## config.mk

```make
export PLATFORM = sky130hd
export DESIGN_NAME = led_seq
export DESIGN_NICKNAME = d
export VERILOG_FILES = /design/src/rtl/led_seq.sv
export SDC_FILE = /design/constraint.sdc
export NUM_CORES = 1
export LEC_CHECK = 0
export CORE_UTILIZATION = 35
export DETAILED_ROUTE_END_ITERATION = 7
export PLACE_DENSITY = 0.56
export REMOVE_ABC_BUFFERS = 1
export SKIP_CTS_REPAIR_TIMING = 1
export SLEW_MARGIN = 20
export SYNTH_ARGS = -nofsm -noshare
export SYNTH_HDL_FRONTEND = slang
export SYNTH_SLANG_ARGS = --single-unit
```

## constraint.sdc

```tcl
create_clock -name CLK -period 3.1 [get_ports CLK]
set_input_delay 0.465 -clock CLK [delete_from_list [all_inputs] [get_ports CLK]]
set_output_delay 0.465 -clock CLK [all_outputs]
set_load 0.05 [all_outputs]
```

## src/rtl/led_seq.sv

```systemverilog
// led_seq: stepped LED sequencer with pattern, chase, bounce and hold modes.
// A prescaler produces one tick every DIV enabled cycles. Each tick advances
// the sequencer, and leds/wrap are registered on the same edge.
// A new pattern is offered through a one-entry shadow register with a
// valid/ready handshake.
// Optional feature macro: LED_SEQ_BOUNCE_EN enables the real bounce mode.
// Without it, mode 2 behaves exactly like chase.
module led_seq #(
  parameter int                 N_LEDS   = 5,
  parameter int                 PAT_LEN  = 12,
  parameter int                 DIV      = 1200000,
  parameter logic [PAT_LEN-1:0] PAT_INIT = PAT_LEN'(12'b0000_0000_0101)
) (
  input  logic               CLK,
  input  logic               RST,
  input  logic               en,
  input  logic [1:0]         mode,
  input  logic               pat_valid,
  input  logic [PAT_LEN-1:0] pat_data,
  output logic               pat_ready,
  output logic [N_LEDS-1:0]  leds,
  output logic               wrap
);

  typedef enum logic [1:0] {M_PAT = 2'd0, M_CHASE = 2'd1, M_BOUNCE = 2'd2, M_HOLD = 2'd3} mode_t;

  localparam int SW = $clog2(PAT_LEN);
  localparam int PW = $clog2(N_LEDS);
  localparam int CW = $clog2(DIV);
  localparam logic [SW-1:0] STEP_MAX = SW'(PAT_LEN - 1);
  localparam logic [PW-1:0] POS_MAX  = PW'(N_LEDS - 1);
  localparam logic [CW-1:0] CNT_MAX  = CW'(DIV - 1);

  logic [CW-1:0]      cnt_q, cnt_d;
  logic [SW-1:0]      step_q, step_d;
  logic [PW-1:0]      pos_q, pos_d;
  logic [N_LEDS-1:0]  leds_q, leds_d;
  logic               wrap_q, wrap_d;
  logic               live_q, live_d;   // a mode has been displayed since reset
  mode_t              cur_q, cur_d;     // mode that is currently running
  logic               pend_q, pend_d;   // shadow holds a pattern not yet applied
  logic               ready_q, ready_d;
  logic [PAT_LEN-1:0] shadow_q, shadow_d;
  logic [PAT_LEN-1:0] active_q, active_d;
`ifdef LED_SEQ_BOUNCE_EN
  logic               dir_q, dir_d;     // 1 = moving down
`endif

  logic               tick, chg, apply, xfer;
  mode_t              em;
  logic [PAT_LEN-1:0] pat_sel;

  // Prescaler: counts enabled cycles and ticks on the last one.
  always_comb begin
    tick  = en && (cnt_q == CNT_MAX);
    cnt_d = cnt_q;
    if (en) cnt_d = tick ? '0 : cnt_q + CW'(1);
  end

  // Sequencer next state, LED image and shadow-pattern handshake.
  always_comb begin
    em     = mode_t'(mode);
    chg    = !live_q || (em != cur_q);
    // Pattern mode waits for its own wrap. Every other mode applies on any tick.
    apply  = tick && pend_q && ((em != M_PAT) || (!chg && step_q == STEP_MAX));
    // On the applying wrap tick, step 0 is already shown from the new pattern.
    pat_sel = apply ? shadow_q : active_q;
    xfer   = pat_valid && ready_q;

    step_d   = step_q;
    pos_d    = pos_q;
    leds_d   = leds_q;
    wrap_d   = 1'b0;
    live_d   = live_q;
    cur_d    = cur_q;
`ifdef LED_SEQ_BOUNCE_EN
    dir_d    = dir_q;
`endif
    pend_d   = xfer ? 1'b1 : (apply ? 1'b0 : pend_q);
    shadow_d = xfer ? pat_data : shadow_q;
    active_d = apply ? shadow_q : active_q;
    ready_d  = !pend_q && !xfer;

    if (tick) begin
      if (em == M_HOLD) begin
        // Hold freezes the LEDs. It only rewinds the position for the next mode.
        cur_d = M_HOLD;
        if (chg) begin
          live_d = 1'b1;
          step_d = '0;
          pos_d  = '0;
`ifdef LED_SEQ_BOUNCE_EN
          dir_d  = 1'b0;
`endif
        end
      end else if (chg) begin
        // A new mode starts at position 0 and never pulses wrap.
        live_d = 1'b1;
        cur_d  = em;
        step_d = '0;
        pos_d  = '0;
`ifdef LED_SEQ_BOUNCE_EN
        dir_d  = 1'b0;
`endif
        leds_d = (em == M_PAT) ? {N_LEDS{pat_sel[0]}} : N_LEDS'(1);
      end else begin
        case (em)
          M_PAT: begin
            if (step_q == STEP_MAX) begin
              step_d = '0;
              wrap_d = 1'b1;
            end else begin
              step_d = step_q + SW'(1);
            end
            leds_d = {N_LEDS{pat_sel[step_d]}};
          end
`ifdef LED_SEQ_BOUNCE_EN
          M_BOUNCE: begin
            if (!dir_q) begin
              if (pos_q == POS_MAX) begin
                pos_d = POS_MAX - PW'(1);
                dir_d = 1'b1;
              end else begin
                pos_d = pos_q + PW'(1);
              end
            end else begin
              pos_d = pos_q - PW'(1);
            end
            // Reaching the bottom while moving down ends one bounce period.
            if (dir_d && pos_d == '0) begin
              dir_d  = 1'b0;
              wrap_d = 1'b1;
            end
            leds_d = N_LEDS'(1) << pos_d;
          end
`endif
          default: begin
            if (pos_q == POS_MAX) begin
              pos_d  = '0;
              wrap_d = 1'b1;
            end else begin
              pos_d = pos_q + PW'(1);
            end
            leds_d = N_LEDS'(1) << pos_d;
          end
        endcase
      end
    end
  end

  // State registers. Reset discards any shadowed pattern.
  always_ff @(posedge CLK or posedge RST) begin
    if (RST) begin
      cnt_q    <= '0;
      step_q   <= '0;
      pos_q    <= '0;
      leds_q   <= '0;
      wrap_q   <= 1'b0;
      live_q   <= 1'b0;
      cur_q    <= M_PAT;
      pend_q   <= 1'b0;
      ready_q  <= 1'b1;
      shadow_q <= '0;
      active_q <= PAT_INIT;
`ifdef LED_SEQ_BOUNCE_EN
      dir_q    <= 1'b0;
`endif
    end else begin
      cnt_q    <= cnt_d;
      step_q   <= step_d;
      pos_q    <= pos_d;
      leds_q   <= leds_d;
      wrap_q   <= wrap_d;
      live_q   <= live_d;
      cur_q    <= cur_d;
      pend_q   <= pend_d;
      ready_q  <= ready_d;
      shadow_q <= shadow_d;
      active_q <= active_d;
`ifdef LED_SEQ_BOUNCE_EN
      dir_q    <= dir_d;
`endif
    end
  end

  assign leds      = leds_q;
  assign wrap      = wrap_q;
  assign pat_ready = ready_q;

endmodule

```

# Word level (Yosys, flattened, before mapping)

Index checks and enable logic that the tools add are counted.

Input bits: 18
Logic and storage cells: 81
Register bits after elaboration: 63
Output and inout bits: 7

Reductions and logical operators: 22
Shift-type cells: 1
Bitwise logic cells: 1
Eq/ne operators: 7
Add/subtract/negate cells: 3
Multiplexer cells: 35
Magnitude comparators: 1

Operators with widths:

| operator                                                   | count |
|---|---|
| two-way mux 4 bit                                          | 9 |
| two-way mux 3 bit                                          | 9 |
| adder 21 x 1 -> 21 bit, second input constant              | 1 |
| equality test 21 bit, second input constant                | 1 |
| two-way mux 21 bit                                         | 1 |
| two-way mux 5 bit                                          | 3 |
| two-way mux 12 bit                                         | 1 |
| two-way mux 1 bit                                          | 9 |
| nonzero test 2 bit                                         | 4 |
| logical AND 1 bit                                          | 6 |
| AND reduction 2 bit                                        | 3 |
| AND reduction 3 bit                                        | 2 |
| less-than comparator 4 x 5 -> 1 bit, second input constant | 1 |
| left shift 1 x 3 -> 5 bit, first input constant            | 1 |
| adder 4 x 1 -> 4 bit, second input constant                | 1 |
| binary-select mux 1 bit (select 4 bit)                     | 1 |
| equality test 4 bit, second input constant                 | 1 |
| zero test 1 bit                                            | 4 |
| two-way mux 2 bit                                          | 2 |
| != test 2 bit, second input constant                       | 2 |
| adder 3 x 1 -> 3 bit, second input constant                | 1 |
| equality test 3 bit, second input constant                 | 1 |
| equality test 2 bit, second input constant                 | 1 |
| zero test 2 bit                                            | 1 |
| 3 further kinds                                            | 4 |

# Logic depth before layout (Yosys ltp)

Gate-level depths: netlist of the first run.

Word-level depth: 11
Gate-level depth with buffers: 10

# Least setup slack after synthesis of the first run

No wires, ideal clock.

Path type: flip-flop to flip-flop
From: reg cnt_q[7]
To: reg leds_q[0], in the netlist leds[0]
Arrival time: 2.805 ns
Path buffers: 2
Slack: 0.162 ns
Data required time: 2.967 ns
Cell stages (with the launch flop): 11
Clock period less this slack: 2.938 ns
Cell sequence: dfrtp_1 buf_6 or4b_4 nor3_2 and4_1 buf_6 mux2_4 nor4_2 a2111oi_4 a2111oi_1 o31ai_2

Longest elaborated chain between the ends: 9
Elaborated cells on any way between the ends: 11
Classes of those cells: eq/ne: 1; mux: 6; reduce/logical: 4

RTL lines:

| item                                    | line | source |
|---|---|---|
| start: declaration                      | 34   | `logic [CW-1:0] cnt_q, cnt_d;` |
| start signal: assignment                | 169  | `cnt_q <= cnt_d;` |
| equality test 21 bit *                  | 55   | `tick = en && (cnt_q == CNT_MAX);` |
| logical AND 1 bit *                     | 55   |  |
| logical AND 1 bit (2 in series)         | 65   | `apply = tick && pend_q && ((em != M_PAT) \|\| (!chg && step_q == STEP_MAX));` |
| two-way mux 12 bit                      | --   |  |
| binary-select mux 1 bit (select 4 bit)  | 115  | `leds_d = {N_LEDS{pat_sel[step_d]}};` |
| two-way mux 1 bit (not written as such) | 115  |  |
| two-way mux 5 bit                       | 107  | `case (em)` |
| two-way mux 5 bit                       | 96   | `end else if (chg) begin` |
| end signal: assignment                  | 172  | `leds_q <= leds_d;` |
| end: declaration                        | 37   | `logic [N_LEDS-1:0] leds_q, leds_d;` |

Mark *: on every way between the ends. The rest lies on a longest branch, timed or not. The select of a mux whose other input is x is not followed.
A chain may end at the register's enable or synchronous reset.

# Final worst setup path of the first run

From: reg step_q[0]
To: reg leds_q[2], in the netlist leds[2]

Longest elaborated chain between the ends: 10
Elaborated cells on any way between the ends: 16
Classes of those cells: add/sub: 1; eq/ne: 1; mux: 11; reduce/logical: 3

RTL lines:

| item                                                               | line         | source |
|---|---|---|
| start: declaration                                                 | 35           | `logic [SW-1:0] step_q, step_d;` |
| start signal: assignment                                           | 170          | `step_q <= step_d;` |
| adder 4 x 1 -> 4 bit / equality test 4 bit (equally long branches) | 113, 65, 109 |  |
| two-way mux 4 bit                                                  | 109          | `if (step_q == STEP_MAX) begin` |
| two-way mux 4 bit                                                  | 107          |  |
| two-way mux 4 bit                                                  | 96           |  |
| two-way mux 4 bit                                                  | 85           | `if (em == M_HOLD) begin` |
| two-way mux 4 bit                                                  | 84           | `if (tick) begin` |
| binary-select mux 1 bit (select 4 bit)                             | 115          |  |
| two-way mux 1 bit (not written as such)                            | 115          |  |
| two-way mux 5 bit                                                  | 107          |  |
| two-way mux 5 bit *                                                | 96           |  |

Marked as above.

==> impl_metrics.py, run 1 <==
metrics = {
    "yosys": {
        "syn_area_per_cell_sq_um": 10.7,
        "yosysMostFrequentCell": "dfrtp_1",
        "synth_cell_types": 43,
        "ys_ff_latch": 63,
        "async_reset_ff_frac": 1.00,
        "synth_top_family_by_area": "simple AND/OR/NAND/NOR gates",
        "synth_area_leaders": "dfrtp_1, mux2_2, nand2_1, o21ai_0, xor2_1",
        "netlist_area_sq_um": 3180,
        "ys_seq_area_frac": 0.497,
        "synth_compound_area_frac": 0.0861,
        "synth-simple-area-share": 0.169,
        "synth-edff-count": 0,
        "synth_cells": 296,
        "synthXorXnorAreaFrac": 0.0578,
        "yosysTopAreaCell": "dfrtp_1",
        "synth_ff_type": "dfrtp_1",
        "yosys.area_share.adder": 0.0236,
        "yosysWarningCount": 0,
        "synth_top_area_frac": 0.472,
        "synth_mux_area_frac": 0.140,
        "synth_common_cells": "dfrtp_1, nand2_1, mux2_2, nor2_1, o21ai_0",
    },
    "placement": {
        "globalplace.congestion": 0.815,
        "dp_hpwl_mm": 4.56,
        "portBuffers": 24,
        "post-place-cells": 430,
    },
    "finish": {
        "final_cell_count_no_fill": 446,
        "diodes": 0,
        "layout.nets": 357,
        "synthToLayoutAreaGrowth_pct": 20.8,
        "multi_input_area_sq_um": 1540,
        "fin_util": 0.438,
        "drive_gt1_frac": 0.207,
        "fill_cells": 850,
        "seq_area_sq_um": 1580,
    },
    "outcome": {
        "status": "finished clean",
    },
    "drt": {
        "antenna_left": 0,
        "drc_errors": 0,
        "vias": 2278,
        "avgRoutedWirePerCell_um": 14.6,
        "via_per_inst": 5.11,
        "drt_iter0_drc": 89,
        "routed_wirelength_mm": 6.51,
        "dr.pass1.iters": 4,
    },
    "worst_setup_path": {
        "worst_ep_arrival_time_ps": 3090,
        "cp_max_fo": 8,
        "endpoint_kind": "flip-flop",
        "cp-start-kind": "flip-flop",
        "path_class": "flip-flop to flip-flop",
        "required_ps": 3310,
    },
    "floorplan": {
        "io_pins": 25,
        "core-area_sq_um": 8760,
        "design.die.area_sq_um": 9480,
        "num_rows": 34,
        "fp.dieW_um": 97.3,
        "die_h_um": 97.3,
        "initial_core_util": 0.363,
    },
    "sta": {
        "min_period_over_period": 0.928,
        "final-hold-violation-count": 0,
        "fin_crit_ps": 2880,
        "worstMarginPinSlew_ps": 849,
        "final_max_slew_viol_count": 0,
        "fin_skew_ps": 10.4,
        "rsz0062_at_grt": "no",
        "relSlewSlack": 0.428,
        "setup_violations": 0,
        "fmax_mhz": 348,
    },
    "clock_tree": {
        "cts-root-buf": "clkbuf_8",
        "clockBufferDepth": 2,
        "clkSinkCount": 63,
        "cts_buffers": 9,
        "cts_tree": "done",
        "path_clk_slew_ps": 70,
        "h-tree-depth": 3,
        "clk_latency_ps": 340,
    },
    "global_route": {
        "grt_max_degree": 36,
        "antenna_found_initial": 0,
        "grt_usage": 0.149,
        "grt_pass1_wl_mm": 11.1,
        "grt_pass1_vias": 2277,
        "overflow": 0,
    },
    "power": {
        "seqPwrFrac": 0.494,
        "power_density_nw_per_um2": 488,
        "ir_drop_mv": 0.271,
        "power.leakage_nw": 1.71,
        "p_comb_frac": 0.085,
        "p_switching_w": 0.000443,
        "switching_share": 0.236,
        "clockPowerShare": 0.422,
        "p_int_w": 0.00143,
    },
    "flow_run": {
        "maxCapViolations": 0,
    },
    "hold_path": {
        "hold_path_class": "flip-flop to flip-flop",
    },
}
critical path, stage by stage, from the launching register on:
cell,delay [ps]
dfrtp_1,440
ha_1,260
nand3b_1,160
nor2b_1,290
buf_4,250
mux4_2,520
mux2i_1,240
a2111oi_4,140
nor4_4,350
a21oi_1,110
layout by cell type (no fill, tap or decap), drive strengths merged, types with 2 or more instances in the layout:
cell / synthesis / final
o21a: 2 / 2
nor2b: 2 / 2
xor2: 11 / 11
nor3: 8 / 8
nor4: 5 / 5
ha: 6 / 6
or2: 2 / 2
or4b: 2 / 2
nor2: 23 / 23
o21ai: 22 / 22
clkinv: 0 / 2
and3: 4 / 4
dfrtp: 60 / 60
clkdlybuf4s50: 0 / 24
clkbuf: 6 / 12
bufinv: 0 / 2
inv: 9 / 9
a21oi: 9 / 9
a2111oi: 4 / 4
nand2: 30 / 30
nand3: 18 / 18
buf: 3 / 11
mux4: 2 / 2
nand2b: 3 / 3
nand4: 5 / 5
dfstp: 3 / 3
mux2i: 6 / 6
xnor2: 10 / 10
mux2: 30 / 30
a31oi: 2 / 2
worst paths after layout:
kind	start	endpoint	slack [ps]	depth (start not counted)
min reg2reg	pend_q	pat_ready	450	1
max reg2reg	step_q[0]	leds[2]	220	9
min in group asynchronous	RST	shadow_q[6]	520	2
max in group asynchronous	RST	active_q[0]	1900	3
max	step_q[0]	leds[2]	220	9
min	pend_q	pat_ready	450	1
power by group through the flow:
| stage | Clock [W] | Sequential [W] | Combinational, W |
|---|---|---|---|
| 6_report | 0.000790 | 0.000926 | 0.000159 |
| 3_3_place_gp | 0 | 0.000940 | 0.000157 |
| 5_1_grt | 0.000846 | 0.000935 | 0.000182 |
| 2_1_floorplan | 0 | 0.000928 | 0.000106 |
| 4_1_cts | 0.000808 | 0.000927 | 0.000162 |
| 3_5_place_dp | 0 | 0.000939 | 0.000164 |
state kept, by name, summed over array words and instances, names as in the netlist:
name and cells:
pend_q 1, step_q 4, wrap 1, cur_q 2, pos_q 3, leds 5, cnt_q 21, pat_ready 1
active_q 12, live_q 1, shadow_q 12
cell families after synthesis:
group / after synthesis
mux: 38
xor+xnor: 21
fa+ha+maj: 6
buf+inv: 18
compound gates: 43
simple gates: 107
flops: 63
metrics by stage:
step / setup WS [ps] / power (W) / hold WS (ps) / cell area, sq um / TNS (ps)
2_1_floorplan: -101 / 0.00103 / 379 / 3130 / -422
3_3_place_gp: 131 / 0.00110 / 438 / 3600 / 0
3_5_place_dp: 69.5 / 0.00110 / 440 / 3600 / 0
4_1_cts: 121 / 0.00190 / 450 / 3820 / 0
5_1_grt: 28.8 / 0.00196 / 475 / 3840 / 0
6_report: 223 / 0.00187 / 450 / 3840 / 0
per-layer routing:
layer  vias up  track usage  routed length, um
met4         0       0.0679                125
met2        40        0.226               2940
met3         9       0.0360                243
li1       1122            -                  -
met1      1107        0.201               3200
met5         -            0                  0
area by class of cell:
class / instances / area share
Sequential cell: 63 / 0.411
Multi-Input combinational cell: 215 / 0.401
Timing Repair Buffer: 35 / 0.0873
Clock buffer: 12 / 0.0378
Tap cell: 108 / 0.0352
Clock inverter: 4 / 0.0182
Inverter: 9 / 0.00879
Note: power is estimated with default switching activity, not from simulation.
==> run 2: changes to the inputs <==
--- a/config.mk
+++ b/config.mk
@@ -5,9 +5,13 @@
 export SDC_FILE = /design/constraint.sdc
 export NUM_CORES = 1
 export LEC_CHECK = 0
+export CELL_PAD_IN_SITES_DETAIL_PLACEMENT = 1
+export CELL_PAD_IN_SITES_GLOBAL_PLACEMENT = 1
 export CORE_UTILIZATION = 35
 export DETAILED_ROUTE_END_ITERATION = 7
-export PLACE_DENSITY = 0.56
+export GPL_ROUTABILITY_DRIVEN = 0
+export HOLD_SLACK_MARGIN = 0.1
+export PLACE_DENSITY = 0.67
 export REMOVE_ABC_BUFFERS = 1
 export SKIP_CTS_REPAIR_TIMING = 1
 export SLEW_MARGIN = 20
==> run 2 against run 1 <==
Register-to-register slack is essentially flat. Sequential share of layout area fell by 0.48 points. Worst hold slack better by 2.3 ps. Total power up 0.85%.
==> impl_metrics.py, run 2 (synthesis gave the netlist of run 1 again) <==
metrics = {
    "worst_setup_path": {
        "crit_start": "cnt_q[18]",
        "path_class": "flip-flop to flip-flop",
        "cp-start-kind": "flip-flop",
        "cp_max_fo": 4,
        "rrSetupSlack_ps": 210,
        "reg2regPathDepth": 8,
        "r2r-start": "cnt_q[18]",
        "required_ps": 3330,
        "critPathCapture": "leds[0]",
        "worst_ep_arrival_time_ps": 3120,
        "timing.rr.end": "leds[0]",
        "endpoint_kind": "flip-flop",
    },
    "sta": {
        "setup_slack_ps": 210,
        "setup_violations": 0,
        "relSlewSlack": 0.413,
        "fin_crit_ps": 2890,
        "final_max_slew_viol_count": 0,
        "final-hold-violation-count": 0,
        "worstMarginPinSlew_ps": 871,
        "fmax_mhz": 346,
        "rsz0062_at_grt": "no",
        "fin_skew_ps": 8.37,
        "fin_hold_ws_ps": 452,
        "min_period_over_period": 0.932,
        "tns_ps": 0,
    },
    "hold_path": {
        "hold_depth": 1,
        "hold_path_class": "flip-flop to flip-flop",
    },
    "power": {
        "p_comb_frac": 0.085,
        "seqPwrFrac": 0.492,
        "power_density_nw_per_um2": 486,
        "power.leakage_nw": 1.73,
        "clockPowerShare": 0.422,
        "ir_drop_mv": 0.202,
        "p_int_w": 0.00141,
        "p_switching_w": 0.000482,
        "switching_share": 0.255,
    },
    "drt": {
        "avgRoutedWirePerCell_um": 15.9,
        "drc_errors": 0,
        "via_per_inst": 5.21,
        "dr.pass1.iters": 4,
        "antenna_left": 0,
        "vias": 2351,
        "routed_wirelength_mm": 7.19,
        "drt_iter0_drc": 64,
    },
    "floorplan": {
        "num_rows": 34,
        "die_h_um": 97.3,
        "core-area_sq_um": 8760,
        "io_pins": 25,
        "fp.dieW_um": 97.3,
        "initial_core_util": 0.363,
        "design.die.area_sq_um": 9480,
    },
    "flow_run": {
        "maxCapViolations": 0,
    },
    "finish": {
        "final_cell_area_sq_um": 3890,
        "fin_util": 0.444,
        "layout.nets": 362,
        "reg.largest.list": "cnt_q: 21 flops, active_q: 12 flops, shadow_q: 12 flops",
        "layout_commonest_cell": "dfrtp_1",
        "largest_register_ffs": 21,
        "diodes": 0,
        "drive_gt1_frac": 0.230,
        "fill_cells": 969,
        "final_cell_mix": "dfrtp_1, nand2_1, mux2_2, clkdlybuf4s50_1, nor2_1",
        "regMostFlops": "cnt_q",
        "synthToLayoutAreaGrowth_pct": 22.2,
    },
    "global_route": {
        "grt_usage": 0.168,
        "grt_max_degree": 25,
        "grt_pass1_wl_mm": 12.6,
        "overflow": 0,
        "grt_pass1_vias": 2490,
        "antenna_found_initial": 0,
    },
    "clock_tree": {
        "clkSinkCount": 63,
        "clk_latency_ps": 350,
        "clockBufferDepth": 2,
        "cts_buffers": 9,
        "cts-root-buf": "clkbuf_8",
        "h-tree-depth": 3,
        "cts_tree": "done",
        "path_clk_slew_ps": 70,
    },
    "placement": {
        "dp_hpwl_mm": 5.33,
        "portBuffers": 24,
        "placed_cell_area_sq_um": 3640,
        "dp_slack_ps": 62.1,
    },
    "outcome": {
        "status": "finished clean",
    },
}
==> run 2: cell type report <==
type,count,area (sq um),share of cell area
flip-flops and latches,63,1580,0.407
multi-input cells,215,1540,0.396
repair buffers,40,377,0.0969
well taps,108,135,0.0348
clock buffers,9,124,0.0319
clock inverters,7,97.6,0.0251
inverters,9,33.8,0.00869
==> run 2: power groups by stage <==
| stage | clock network, W | logic [W] | registers [W] |
|---|---|---|---|
| global placement | 0 | 0.000156 | 0.000940 |
| global route | 0.000861 | 0.000181 | 0.000939 |
| detailed placement | 0 | 0.000163 | 0.000946 |
| CTS | 0.000825 | 0.000164 | 0.000932 |
| floorplan | 0 | 0.000106 | 0.000928 |
| finish | 0.000799 | 0.000161 | 0.000931 |
==> run 2: worst min-delay path by stage <==
stage	from	to	slack, ps
3_5_place_dp	pend_q	pat_ready	430
3_3_place_gp	pend_q	pat_ready	410
4_1_cts	pend_q	pat_ready	440
6_report	pend_q	pat_ready	450
2_1_floorplan	pend_q	pat_ready	380
5_1_grt	pend_q	pat_ready	480
==> run 2: critical path: stages, from the launching register on <==
cell and delay (ps):
dfrtp_1 420, or4b_4 560, nor3_2 270, and4_4 280, mux2_4 340, nor4_4 300, a2111oi_4 100, a2111oi_1 410
o31ai_2 100
==> run 2: routing by layer <==
layer,global-route usage,part of all wire
met5,0,0
met4,0.0690,0.018
met3,0.0360,0.024
met2,0.268,0.47
met1,0.223,0.49
==> run 2: stage by stage <==
step / instances / total power, W
finish: 451 / 0.00189
global route: 451 / 0.00198
CTS: 451 / 0.00192
detailed placement: 435 / 0.00111
global placement: 435 / 0.00110
floorplan: 287 / 0.00103
